`config.mk`:
```
export PLATFORM = sky130hd
export DESIGN_NAME = dp_mem_initiator
export DESIGN_NICKNAME = d
export VERILOG_FILES = /design/src/rtl/dp_mem_pkg.sv /design/src/rtl/dp_mem_rd_capture.sv /design/src/rtl/dp_mem_initiator.sv
export SDC_FILE = /design/constraint.sdc
export NUM_CORES = 1
export LEC_CHECK = 0
export CORE_MARGIN = 2
export CORE_UTILIZATION = 53
export DETAILED_ROUTE_END_ITERATION = 8
export HOLD_SLACK_MARGIN = 0.12
export PLACE_DENSITY = 0.85
export SYNTH_ARGS = -nofsm -noshare
export SYNTH_HDL_FRONTEND = slang
export SYNTH_SLANG_ARGS = --single-unit
```
`constraint.sdc`:
```
create_clock -name clk -period 2.9 [get_ports clk]
set_input_delay 0.58 -clock clk [delete_from_list [all_inputs] [get_ports clk]]
set_output_delay 0.58 -clock clk [all_outputs]
set_load 0.1 [all_outputs]
```
`src/rtl/dp_mem_pkg.sv`:
```
// Shared constants, FSM state type and address helper for the dual-port memory initiator.
package dp_mem_pkg;

  localparam int unsigned AW        = 5;
  localparam int unsigned DW        = 8;
  localparam int unsigned BURST_LEN = 4;
  localparam int unsigned OFS_W     = 3;
  localparam int unsigned RD_LAT    = 1;

  typedef enum logic [2:0] {
    ST_IDLE  = 3'd0,
    ST_WR    = 3'd1,
    ST_RD    = 3'd2,
    ST_DRAIN = 3'd3,
    ST_RESP  = 3'd4
  } state_t;

  // Only the in-bank offset advances; bank and any middle bits are kept.
  function automatic logic [AW-1:0] next_addr(input logic [AW-1:0] addr,
                                              input logic [OFS_W-1:0] k);
    logic [OFS_W-1:0] ofs;
    ofs = addr[OFS_W-1:0] + k;
    return {addr[AW-1:OFS_W], ofs};
  endfunction

endpackage

```
`src/rtl/dp_mem_rd_capture.sv`:
```
// Read-beat tag pipe and beat-indexed capture register for the memory initiator.
module dp_mem_rd_capture #(
  parameter int unsigned DW        = 8,
  parameter int unsigned BURST_LEN = 4,
  parameter int unsigned RD_LAT    = 1,
  parameter int unsigned IDX_W     = 2
) (
  input  logic                    clk,
  input  logic                    rst_n,
  input  logic                    i_clr,
  input  logic                    i_issue,
  input  logic [IDX_W-1:0]        i_idx,
  input  logic [DW-1:0]           i_rdata,
  output logic [DW*BURST_LEN-1:0] o_data
);

  logic [RD_LAT-1:0]      r_vld;
  logic [IDX_W-1:0]       r_idx [RD_LAT];
  logic [DW*BURST_LEN-1:0] r_data;

  // The tag leaves the pipe in the cycle the matching read data is on i_rdata.
  always_ff @(posedge clk or negedge rst_n) begin
    if (!rst_n) begin
      r_vld  <= '0;
      r_data <= '0;
      for (int unsigned i = 0; i < RD_LAT; i++) begin
        r_idx[i] <= '0;
      end
    end else begin
      r_vld[0] <= i_issue;
      r_idx[0] <= i_idx;
      for (int unsigned i = 1; i < RD_LAT; i++) begin
        r_vld[i] <= r_vld[i-1];
        r_idx[i] <= r_idx[i-1];
      end
      if (i_clr) begin
        r_data <= '0;
      end else if (r_vld[RD_LAT-1]) begin
        r_data[r_idx[RD_LAT-1]*DW +: DW] <= i_rdata;
      end
    end
  end

  assign o_data = r_data;

endmodule

```
`src/rtl/dp_mem_initiator.sv`:
```
// Host-side initiator: splits requests into single-beat memory cycles and returns one response each.
module dp_mem_initiator
  import dp_mem_pkg::*;
(
  input  logic                    clk,
  input  logic                    rst_n,
  input  logic                    req_valid,
  output logic                    req_ready,
  input  logic                    req_wr,
  input  logic                    req_burst,
  input  logic [AW-1:0]           req_addr,
  input  logic [DW*BURST_LEN-1:0] req_wdata,
  output logic                    rsp_valid,
  input  logic                    rsp_ready,
  output logic                    rsp_wr,
  output logic [DW*BURST_LEN-1:0] rsp_rdata,
  output logic                    busy,
  output logic                    mem_enb,
  output logic                    mem_wr,
  output logic                    mem_rd,
  output logic                    mem_burst,
  output logic [AW-1:0]           mem_w_addr,
  output logic [AW-1:0]           mem_r_addr,
  output logic [DW-1:0]           mem_w_data,
  input  logic [DW-1:0]           mem_r_data
);

  localparam int unsigned BEAT_W = $clog2(BURST_LEN + 1);
  localparam int unsigned IDX_W  = (BURST_LEN > 1) ? $clog2(BURST_LEN) : 1;
  localparam int unsigned DRN_W  = $clog2(RD_LAT + 1);
  localparam logic [DRN_W-1:0] DRAIN_LAST = DRN_W'(RD_LAT - 1);

  state_t                  r_state;
  logic                    r_wr;
  logic                    r_burst;
  logic [AW-1:0]           r_addr;
  logic [DW*BURST_LEN-1:0] r_wdata;
  logic [BEAT_W-1:0]       r_beat;
  logic [DRN_W-1:0]        r_drain;
  logic                    r_mem_enb;
  logic                    r_mem_wr;
  logic                    r_mem_rd;
  logic [AW-1:0]           r_mem_w_addr;
  logic [AW-1:0]           r_mem_r_addr;
  logic [DW-1:0]           r_mem_w_data;
  logic [IDX_W-1:0]        r_mem_idx;

  logic [BEAT_W-1:0]       w_n;
  logic [IDX_W-1:0]        w_idx;
  logic [AW-1:0]           w_addr;
  logic [DW-1:0]           w_wbeat;
  logic                    w_clr;

  assign w_n     = r_burst ? BEAT_W'(BURST_LEN) : BEAT_W'(1);
  assign w_idx   = r_beat[IDX_W-1:0];
  assign w_addr  = next_addr(r_addr, OFS_W'(r_beat));
  assign w_wbeat = r_wdata[w_idx*DW +: DW];
  assign w_clr   = (r_state == ST_RESP) && rsp_ready;

  // Strobes are registered, so each WR/RD state spends one extra cycle
  // retiring the last beat before moving on.
  always_ff @(posedge clk or negedge rst_n) begin
    if (!rst_n) begin
      r_state      <= ST_IDLE;
      r_wr         <= 1'b0;
      r_burst      <= 1'b0;
      r_addr       <= '0;
      r_wdata      <= '0;
      r_beat       <= '0;
      r_drain      <= '0;
      r_mem_enb    <= 1'b0;
      r_mem_wr     <= 1'b0;
      r_mem_rd     <= 1'b0;
      r_mem_w_addr <= '0;
      r_mem_r_addr <= '0;
      r_mem_w_data <= '0;
      r_mem_idx    <= '0;
    end else begin
      r_mem_enb <= 1'b0;
      r_mem_wr  <= 1'b0;
      r_mem_rd  <= 1'b0;
      case (r_state)
        ST_IDLE: begin
          if (req_valid) begin
            r_wr    <= req_wr;
            r_burst <= req_burst;
            r_addr  <= req_addr;
            r_wdata <= req_wdata;
            r_beat  <= '0;
            r_state <= req_wr ? ST_WR : ST_RD;
          end
        end
        ST_WR: begin
          if (r_beat != w_n) begin
            r_mem_enb    <= 1'b1;
            r_mem_wr     <= 1'b1;
            r_mem_w_addr <= w_addr;
            r_mem_w_data <= w_wbeat;
            r_beat       <= r_beat + BEAT_W'(1);
          end else begin
            r_state <= ST_RESP;
          end
        end
        ST_RD: begin
          if (r_beat != w_n) begin
            r_mem_enb    <= 1'b1;
            r_mem_rd     <= 1'b1;
            r_mem_r_addr <= w_addr;
            r_mem_idx    <= w_idx;
            r_beat       <= r_beat + BEAT_W'(1);
          end else begin
            r_drain <= '0;
            r_state <= ST_DRAIN;
          end
        end
        ST_DRAIN: begin
          if (r_drain == DRAIN_LAST) begin
            r_state <= ST_RESP;
          end else begin
            r_drain <= r_drain + DRN_W'(1);
          end
        end
        ST_RESP: begin
          if (rsp_ready) begin
            r_state <= ST_IDLE;
          end
        end
        default: r_state <= ST_IDLE;
      endcase
    end
  end

  dp_mem_rd_capture #(
    .DW        (DW),
    .BURST_LEN (BURST_LEN),
    .RD_LAT    (RD_LAT),
    .IDX_W     (IDX_W)
  ) u_capture (
    .clk     (clk),
    .rst_n   (rst_n),
    .i_clr   (w_clr),
    .i_issue (r_mem_rd),
    .i_idx   (r_mem_idx),
    .i_rdata (mem_r_data),
    .o_data  (rsp_rdata)
  );

  assign req_ready  = (r_state == ST_IDLE);
  assign busy       = (r_state != ST_IDLE);
  assign rsp_valid  = (r_state == ST_RESP);
  assign rsp_wr     = rsp_valid & r_wr;
  assign mem_enb    = r_mem_enb;
  assign mem_wr     = r_mem_wr;
  assign mem_rd     = r_mem_rd;
  assign mem_burst  = 1'b0;
  assign mem_w_addr = r_mem_w_addr;
  assign mem_r_addr = r_mem_r_addr;
  assign mem_w_data = r_mem_w_data;

endmodule

```
==> flow_summary.yaml, run 1 <==
logic_synthesis:
  synthXorXnorAreaFrac: 0.00603
  synthMuxAreaShare: 0.209
  syn_inst: 306
  synth_simple_gate_area_frac: 0.0718
  synthTopCellsByArea: "dfrtp_1 59%, mux2_2 13%, a22oi_1 5.5%"
  syn_avg_cell_area_um2: 14.2
  yosysUniqueCellTypes: 34
  synth_fa_ha_area_frac: 0.0247
  syn_nets: 365
  synth_top_area_frac: 0.592
  synth_top_family_by_area: "multiplexers"
  synth_warnings: 0
  netlist_area_um2: 4350
  yosysSeqAreaShare: 0.592
  synth-compound-area-share: 0.0652
  synth_top_area_cell: "dfrtp_1"
  synth_seq_cells: 103
critical_path:
  cp_max_fo: 9
  cpPeakStageDelay_ns: 0.82
  critical_path_required_ns: 3.20
  end_kind: "register"
  arrival_ns: 2.54
  cp_slowest_cell: "nor4b_2"
  startpoint_type: "register"
  critical_path_class: "register to register"
  cp_cell_sequence: "inv_1 > ha_1 > nand2_1 > nor4b_2 > a22oi_1 > nor2_1"
clock_network:
  cts-hold-fix-buffers: 0
  cts.reportedPaths.clkPinSlew_ns: 0.10
  clock_latency_ns: 0.37
  cts.sinks: 103
  cts_made_buffers: 9
  clockRootBuffer: "clkbuf_8"
  clockBufferDepth: 2
  post_cts_resized: 0
  postCtsSetupBuffers: 0
  cts_tree: "done"
  cts.htree.levels: 3
die:
  rows: 33
  io_pins: 109
  die_w_um: 94.6
  coreArea_um2: 8090
  die_height_um: 94.6
  die-area_um2: 8960
  start_util: 0.538
hold_path:
  hp-class: "primary input to async pin"
sta:
  finalMaxSlewViolations: 0
  slew_headroom: 0.408
  fin_crit_sh: 0.771
  timing_hold_violations_final: 0
  min_period_ns: 2.24
  hold_slack_ns: 0.252
  worstMarginPinSlew_ns: 0.886
  max_freq_mhz: 447
  setup_viol: 0
  skew_ns: 0.0218
  rsz0062_at_grt: "no"
  tns_ns: 0
grt:
  overflow: 0
  antenna_found_initial: 0
  grt_pass1_wl_mm: 14.6
  grt_pass1_vias: 2873
  grt.total_usage: 0.216
  grt_max_degree: 104
run:
  max_cap_viol_count: 0
detailed_routing:
  wirelength_mm: 9.06
  drtAntennaViolNets: 0
  drt_iter0_markers: 126
  wire_per_inst_um: 17.3
  num_vias: 2883
  drcViolationCount: 0
  dr.pass1.iters: 4
  via_per_inst: 5.50
placed_design:
  port_buffers: 107
  dpl.hpwl_mm: 6.32
  place_congestion: 0.791
  place_inst: 508
outcome:
  run_status: "finished clean"
finish:
  final_cell_mix: "103 x dfrtp_1, 63 x buf_4, 52 x mux2_2"
  syn2layout_area_growth_pct: 28.9
  instances_no_fill: 524
  nets: 473
  fillers: 598
  final_common_cell: "dfrtp_1"
  drive_above_1_share: 0.377
  insertedDiodeCount: 0
==> layout make-up <==
cell class                 count  area (µm²)  share of cell area
inverter                       8        30.0             0.00535
clock inverter                 7        88.8              0.0158
clock buffer                   9         124              0.0221
multi-input combinational    178        1660               0.295
timing repair buffer         114        1000               0.179
tap                          105         131              0.0234
sequential                   103        2580               0.459
==> sequential cells by signal, indices dropped and copies added, names as in the netlist, 2 cells and up <==
| register | flops |
|---|---|
| r_beat | 3 |
| r_addr | 5 |
| mem_r_addr | 5 |
| r_state | 3 |
| u_capture.r_idx | 2 |
| mem_w_addr | 5 |
| r_mem_idx | 2 |
| u_capture.o_data | 32 |
| mem_w_data | 8 |
| r_wdata | 32 |
==> critical path, delay by kind of cell, from the launching register on <==
family,cells,cell delay (ns)
AOI/OAI and AO/OA,1,0.15
adders and majority gates,1,0.18
buffers and inverters,1,0.19
DFF,1,0.45
and+or+nand+nor,3,1.21
==> final timing paths <==
path,from,to,slack [ns],cells after the start
setup / recovery,u_capture.r_idx[0],u_capture.o_data[19],0.66,6
hold / removal,rst_n,u_capture.o_data[17],0.25,2
setup reg to reg,u_capture.r_idx[0],u_capture.o_data[19],0.66,6
hold reg to reg,r_mem_idx[1],u_capture.r_idx[1],0.36,0
max in group asynchronous,rst_n,r_wdata[3],2.24,2
min in group clk,r_mem_idx[1],u_capture.r_idx[1],0.36,0
==> per-layer routing <==
layer | global-route usage | vias up | part of all wire
li1 | - | 1322 | -
met1 | 0.290 | 1449 | 0.43
met2 | 0.349 | 103 | 0.48
met3 | 0.0551 | 9 | 0.076
met4 | 0.0652 | 0 | 0.011
met5 | 0 | - | 0
==> metrics by stage <==
stage	area, µm²	setup slack (ns)	util
final	5610	0.663	0.694
after global routing	5610	0.455	0.694
after CTS	5610	0.674	0.694
after detailed placement	5400	0.590	0.667
after global placement	5400	0.623	0.667
after floorplan	4370	0.253	-
==> cell usage after synthesis <==
cell,n
dfrtp_1,103
mux2_2,52
nor2_1,35
a22oi_1,32
mux2_4,9
inv_1,8
mux4_2,8
nand2_1,8
clkbuf_1,7
ha_1,7
buf_4,5
buf_2,3
nor3_1,3
xnor2_1,3
and3_1,2
buf_6,2
nor4b_2,2
a211oi_1,1
a21oi_1,1
a32o_1,1
and2_1,1
and4bb_1,1
and4bb_2,1
conb_1,1
fa_1,1
mux2i_1,1
nand3_1,1
nor2_2,1
nor4_1,1
nor4_4,1
nor4b_4,1
o21ai_0,1
o311ai_0,1
o31ai_1,1
==> cells by family after synthesis <==
| logic type | Yosys count |
|---|---|
| simple gates | 58 |
| mux | 70 |
| other cells | 1 |
| compound gates | 38 |
| buf+inv | 25 |
| flops | 103 |
| xor+xnor | 3 |
| fa+ha+maj | 8 |
Power of run 1 is not shown: default switching activity piles up to over one toggle a cycle in this logic, so the estimate is an artifact.
==> inputs of run 2 (changes only) <==
Settings changed: CORE_UTILIZATION 53 to 44, PLACE_DENSITY 0.85 to 0.76.
Clock period 2.9 ns to 1.95 ns, I/O delays scaled along.
==> flow_summary.yaml, run 2 (synthesis gave the netlist of run 1 again) <==
critical_path:
  end_kind: "output pin"
  critical_path_required_ns: 1.56
  critical_path_class: "register to output pin"
  startpoint_type: "register"
  arrival_ns: 1.48
  cp_max_fo: 8
sta:
  slew_headroom: 0.649
  rsz0062_at_grt: "no"
  min_period_ns: 1.87
  worstMarginPinSlew_ns: 0.525
  setup_viol: 0
  max_freq_mhz: 534
  finalMaxSlewViolations: 0
  hold_slack_ns: 0.376
  skew_ns: 0.00694
  fin_crit_sh: 0.960
  timing_hold_violations_final: 0
  tns_ns: 0
clock_network:
  cts_made_buffers: 9
  cts.sinks: 103
  cts.reportedPaths.clkPinSlew_ns: 0.09
  clock_latency_ns: 0.36
  cts.htree.levels: 3
  postCtsSetupBuffers: 0
  clockBufferDepth: 2
  cts_tree: "done"
  clockRootBuffer: "clkbuf_8"
hold_path:
  hp-class: "register to register"
finish:
  syn2layout_area_growth_pct: 37.9
  drive_above_1_share: 0.396
  fillers: 765
  nets: 488
  insertedDiodeCount: 0
  postLayoutCellArea_um2: 6000
  final_common_cell: "dfrtp_1"
  final_cell_mix: "103 x dfrtp_1, 69 x buf_4, 49 x mux2_4, 49 x clkdlybuf4s50_1, 34 x nor2_1"
detailed_routing:
  drt_iter0_markers: 78
  drcViolationCount: 0
  via_per_inst: 5.15
  wire_per_inst_um: 16.4
  wirelength_mm: 9.29
  dr.pass1.iters: 4
  num_vias: 2911
  drtAntennaViolNets: 0
grt:
  overflow: 0
  antenna_found_initial: 0
  grt_pass1_wl_mm: 14.7
  grt_pass1_vias: 2880
  grt.total_usage: 0.181
  grt_max_degree: 44
die:
  die_w_um: 103
  coreArea_um2: 9680
  rows: 36
  die-area_um2: 10700
  start_util: 0.450
  io_pins: 109
  die_height_um: 103
placed_design:
  place_congestion: 0.820
  dpl-instance-area_um2: 5790
  dpl.hpwl_mm: 6.88
  port_buffers: 107
outcome:
  run_status: "finished clean"
run:
  max_cap_viol_count: 0
-- run 2: area by class of cell --
class                   count  area [µm²]  area share
repair buffers            129        1220       0.203
inverters                   8        30.0     0.00500
well taps                 133         166      0.0277
clock buffers              11         141      0.0236
multi-input cells         178        1820       0.304
clock inverters             3        45.0     0.00750
flip-flops and latches    103        2580       0.429
-- run 2: per-stage QoR --
stage | setup slack, ns | utilization | std cells
after CTS | 0.0152 | 0.618 | 565
after detailed placement | 0.0428 | 0.598 | 550
after global placement | 0.118 | 0.598 | 550
final | 0.0785 | 0.620 | 565
after floorplan | -0.463 | - | 306
after global routing | 0.0124 | 0.620 | 565
-- run 2: repair_timing --
action / 4_1_cts / 5_1_grt
endpoints found under the hold margin: 36 / 0
hold buffers: 1 / 0
gates resized for setup: 0 / 3
setup endpoints to repair: 0 / 14
-- run 2: critical path, cell delays in order, from the launching register on --
cell     delay [ns]
dfrtp_1        0.50
nor2_2         0.21
and3_1         0.23
buf_12         0.19
-- run 2: path summary, 6_finish.rpt --
check                              from                  end  slack, ns  depth (start not counted)
setup reg to reg              r_beat[2]        mem_w_data[1]       0.16                          5
max in group asynchronous         rst_n           r_wdata[8]       0.78                          3
hold / removal             r_mem_idx[0]   u_capture.r_idx[0]       0.38                          0
min in group asynchronous         rst_n  u_capture.o_data[6]       0.53                          2
hold reg to reg            r_mem_idx[0]   u_capture.r_idx[0]       0.38                          0
setup / recovery             r_state[0]               rsp_wr       0.08                          3
-- run 2: per-layer routing --
metal | wire length [µm] | track usage | up-vias
li1 | - | - | 1342
met1 | 4060 | 0.251 | 1448
met3 | 584 | 0.0383 | 17
met2 | 4440 | 0.279 | 104
met4 | 201 | 0.0759 | 0
met5 | 0 | 0 | -
Power of run 2 is left out for the same reason.
